$ cat src/rtl/fifo_umbrales.sv
// fifo_umbrales: 8-deep synchronous FIFO with programmable almost-full/almost-empty thresholds and overflow/underflow error.
// Define FIFO_STICKY_ERR_EN to make error sticky until reset; otherwise error is a one-cycle pulse.
module fifo_umbrales #(
  parameter int DATA_WIDTH = 6,
  parameter int ADDR_WIDTH = 3
) (
  input  logic                  clk,
  input  logic                  reset,
  input  logic                  init,
  input  logic [ADDR_WIDTH-1:0] af_thresh,
  input  logic [ADDR_WIDTH-1:0] ae_thresh,
  input  logic                  push,
  input  logic [DATA_WIDTH-1:0] data_in,
  input  logic                  pop,
  output logic [DATA_WIDTH-1:0] data_out,
  output logic                  valid_out,
  output logic [ADDR_WIDTH:0]   count,
  output logic                  empty,
  output logic                  full,
  output logic                  almost_full,
  output logic                  almost_empty,
  output logic                  error
);
  localparam int DEPTH = 1 << ADDR_WIDTH;
  localparam logic [ADDR_WIDTH:0] FULL_CNT = {1'b1, {ADDR_WIDTH{1'b0}}};
  logic [DATA_WIDTH-1:0] mem [DEPTH];
  logic [ADDR_WIDTH-1:0] wr_ptr_q, wr_ptr_d, rd_ptr_q, rd_ptr_d, af_q, af_d, ae_q, ae_d;
  logic [ADDR_WIDTH:0]   count_q, count_d;
  logic [DATA_WIDTH-1:0] data_out_q, data_out_d;
  logic                  valid_q, valid_d, err_q, err_d;
  logic                  do_push, do_pop, bad_req;
  always_comb begin
    empty        = count_q == '0;
    full         = count_q == FULL_CNT;
    almost_full  = count_q >= {1'b0, af_q};
    almost_empty = count_q <= {1'b0, ae_q};
    // a pop on a full FIFO frees the slot the simultaneous push lands in
    do_push      = push && (!full || pop);
    do_pop       = pop && !empty;
    bad_req      = (push && full && !pop) || (pop && empty);
    wr_ptr_d     = do_push ? wr_ptr_q + ADDR_WIDTH'(1) : wr_ptr_q;
    rd_ptr_d     = do_pop ? rd_ptr_q + ADDR_WIDTH'(1) : rd_ptr_q;
    count_d      = count_q + {{ADDR_WIDTH{1'b0}}, do_push} - {{ADDR_WIDTH{1'b0}}, do_pop};
    data_out_d   = do_pop ? mem[rd_ptr_q] : data_out_q;
    valid_d      = do_pop;
`ifdef FIFO_STICKY_ERR_EN
    err_d        = err_q || bad_req;
`else
    err_d        = bad_req;
`endif
    af_d         = (reset || init) ? af_thresh : af_q;
    ae_d         = (reset || init) ? ae_thresh : ae_q;
    count        = count_q;
    data_out     = data_out_q;
    valid_out    = valid_q;
    error        = err_q;
  end
  always_ff @(posedge clk) begin
    af_q <= af_d;
    ae_q <= ae_d;
    if (reset) begin
      wr_ptr_q   <= '0;
      rd_ptr_q   <= '0;
      count_q    <= '0;
      data_out_q <= '0;
      valid_q    <= 1'b0;
      err_q      <= 1'b0;
    end else begin
      wr_ptr_q   <= wr_ptr_d;
      rd_ptr_q   <= rd_ptr_d;
      count_q    <= count_d;
      data_out_q <= data_out_d;
      valid_q    <= valid_d;
      err_q      <= err_d;
    end
  end
  always_ff @(posedge clk) begin
    if (do_push) mem[wr_ptr_q] <= data_in;
  end
endmodule

$ cat config.mk
export PLATFORM = sky130hd
export DESIGN_NAME = fifo_umbrales
export DESIGN_NICKNAME = d
export VERILOG_FILES = /design/src/rtl/fifo_umbrales.sv
export SDC_FILE = /design/constraint.sdc
export NUM_CORES = 1
export LEC_CHECK = 0
export CORE_MARGIN = 3
export CORE_UTILIZATION = 40
export CTS_BUF_LIST = sky130_fd_sc_hd__clkbuf_4 sky130_fd_sc_hd__clkbuf_8
export CTS_CLUSTER_DIAMETER = 100
export DETAILED_ROUTE_END_ITERATION = 6
export PLACE_DENSITY = 0.59
export SYNTH_ARGS = -nofsm -noshare
export SYNTH_HDL_FRONTEND = slang
export SYNTH_SLANG_ARGS = --single-unit
$ cat constraint.sdc
create_clock -name clk -period 5.1 [get_ports clk]
set_input_delay 0.765 -clock clk [delete_from_list [all_inputs] [get_ports clk]]
set_output_delay 0.765 -clock clk [all_outputs]
set_load 0.01 [all_outputs]
==> reports/results.txt <==
Outcome: completed
Drt total wl: 5250 um
Maximum number of pins on one net before global-route repair: 25
Warnings from Yosys: 0
Clock Power Share: 0.256
CTS Hold Bufs: 0
HP Class: reg2reg
GRT Total Usage: 0.136
WL/cell: 15.1 um
Final Setup Violations: 0
Synthesized Nets: 237
1st-pass router iterations: 4
Core area: 7290 um2
Setup tns final: 0 ps
Initial core utilization: 0.414
H-tree depth: 3
Slew Limit Fails: 0
Reg2reg path depth: 11
Sw Ratio: 0.295
Fillcell total: 674
RSZ-0062 raised after global routing: false
Setup crit end: almost_full
Post-CTS Setup Inserts: 0
NumNets Final: 276
Synth cell types: 32
Detailed placer's ending HPWL: 3650 um
DP Area: 3440 um2
Crit start category: register
Worst skew pair latency: 340 ps
Via density: 4.78
Top Ports: 33
Port buffer count: 32
Rows: 31
Final setup margin: 2080 ps
Antenna violations before repair: 0
DRC: 0
Worst R2R Setup Slack: 2550 ps
Worst vdd ir: 0.185 mV
Sequential Power Share: 0.437
Arr. time, crit path: 2250 ps
Detailed Route Iter0 Violations: 113
Hold WS: 471 ps
LEAKAGE: 0.00128 uW
Max Clock Freq: 0.331 GHz
Max Cap Violations: 0
Avg Cell Area, Syn: 14.7 um2
Final cell count without fillers: 348
Post-synth EDFFs: 54
R2R Path Start: count[2]
CTS Sinks: 72
Switching power: 506 uW
Share of post-route cells with drive strength above 1: 0.116
Cells after synthesis: 205
Relative slew slack: 0.326
Crit Path Category: reg2out
Register area: 1980 um2
Power Internal: 1210 uW
Minimum clock period: 3020 ps
Num CTS Buffers: 9
Combinational Power Share: 0.307
GPL Wtd Cong: 0.729
Critical Path Start: count[0]
Final period utilization: 0.592
Synthesis-stage register bit count: 72
Clk slew on worst S/H paths: 80 ps
Power density cells: 473 nW/um2
Multi-input logic area: 942 um2
Routed via count: 1663
Vias in the first global route: 1689
Synthesized cell area: 3020 um2
Worst EP required: 4340 ps
Post-synthesis sequential area ratio: 0.656
Worst reg2reg path endpoint: count[2]
First-pass GRT wire length: 8820 um
Die W: 92.9 um
Asr flop ratio synth: 0
Synth-to-layout area growth: 20.3%
TritonCTS clock tree: done
CTS resizes: 0
Commonest non-fill, non-tap cell in the layout: edfxtp_1
DP Worst Slack: 2110 ps
Crit path capture type: primary output
Die height: 92.9 um
Die area: 8630 um2
CTS root buf: clkbuf_8
CTS Buffer Depth: 2
Routed Antenna Nets: 0
Final setup skew: 11.9 ps
Commonest non-fill, non-tap cells in the layout: edfxtp_1 (54), clkdlybuf4s50_1 (32), dfxtp_1 (18)
Antenna Diode Count: 0
Final Hold Fails: 0
Cells after DPL: 332
Worst-path fanout max: 6
Dominant synthesized flop cell: edfxtp_1
Slew @ Worst Pin: 1000 ps
GRT Residual Overflow: 0
Design Area, Final: 3630 um2
-- cell type report --
cell class	count	share of cell area
Inverter	14	0.0145
Multi-Input combinational cell	113	0.259
Tap cell	99	0.0341
Sequential cell	72	0.546
Timing Repair Buffer	34	0.0923
Clock buffer	10	0.0379
Clock inverter	6	0.0162
-- state kept, by name (all words and copies together) (netlist names) --
register,count
count,4
af_q,3
wr_ptr_q,3
rd_ptr_q,3
valid_out,1
data_out,6
mem,48
ae_q,3
error,1
-- cell usage after synthesis, drive strengths merged (2+ instances only) --
| library cell | n | area [um2] |
|---|---|---|
| inv | 14 | 52.6 |
| edfxtp | 54 | 1620 |
| dfxtp | 18 | 360 |
| nand2 | 4 | 17.5 |
| nand2b | 11 | 68.8 |
| a32o | 6 | 60.1 |
| nor3 | 4 | 20.0 |
| o211ai | 2 | 15.0 |
| nor2b | 8 | 50.1 |
| mux4 | 6 | 135 |
| buf | 5 | 40.0 |
| nor4 | 2 | 12.5 |
| nand3 | 3 | 15.0 |
| nor2 | 14 | 52.6 |
| a21o | 2 | 15.0 |
| a211oi | 6 | 45.0 |
| o21ai | 2 | 21.3 |
| a21oi | 11 | 58.8 |
| or3b | 2 | 22.5 |
| ha | 14 | 175 |
| xor2 | 5 | 43.8 |
| mux2i | 7 | 70.1 |
-- cells by family after synthesis --
| group | synth area share |
|---|---|
| compound gates | 0.0741 |
| fa+ha+maj | 0.0646 |
| buf+inv | 0.0319 |
| flops | 0.656 |
| mux | 0.0679 |
| xor+xnor | 0.0174 |
| simple gates | 0.0878 |
-- power by group through the flow --
stage	Clock (uW)	Sequential [uW]	Combinational, uW
floorplan	0	759	349
global placement	0	764	531
detailed placement	0	765	533
CTS	448	752	535
global route	481	762	591
finish	439	750	528
-- how the worst min path moves through the flow --
stage                            from     endpoint  slack (ps)  cells after the start
after global routing      data_out[3]  data_out[3]         510                      1
after detailed placement  data_out[4]  data_out[4]         460                      1
after CTS                 data_out[4]  data_out[4]         480                      1
after floorplan           data_out[0]  data_out[0]         510                      1
after global placement    data_out[4]  data_out[4]         450                      1
final                     data_out[4]  data_out[4]         470                      1
-- critical path: stages, from the launching register on --
cell,delay [ps]
dfxtp_1,450
inv_1,110
ha_1,290
nand2b_1,140
a21o_1,170
a211o_1,280
clkdlybuf4s50_1,470
-- through the flow --
stage / util / total power (uW)
after floorplan: - / 1110
after global placement: 0.471 / 1300
after detailed placement: 0.471 / 1300
after CTS: 0.498 / 1740
after global routing: 0.498 / 1830
final: 0.498 / 1720
-- metal layers --
layer,track usage,up-vias,part of all wire
li1,-,839,-
met1,0.198,775,0.50
met5,0,-,0
met2,0.192,38,0.43
met4,0.0769,0,0.032
met3,0.0219,11,0.040
No activity file was read; power rests on OpenSTA's default activity.
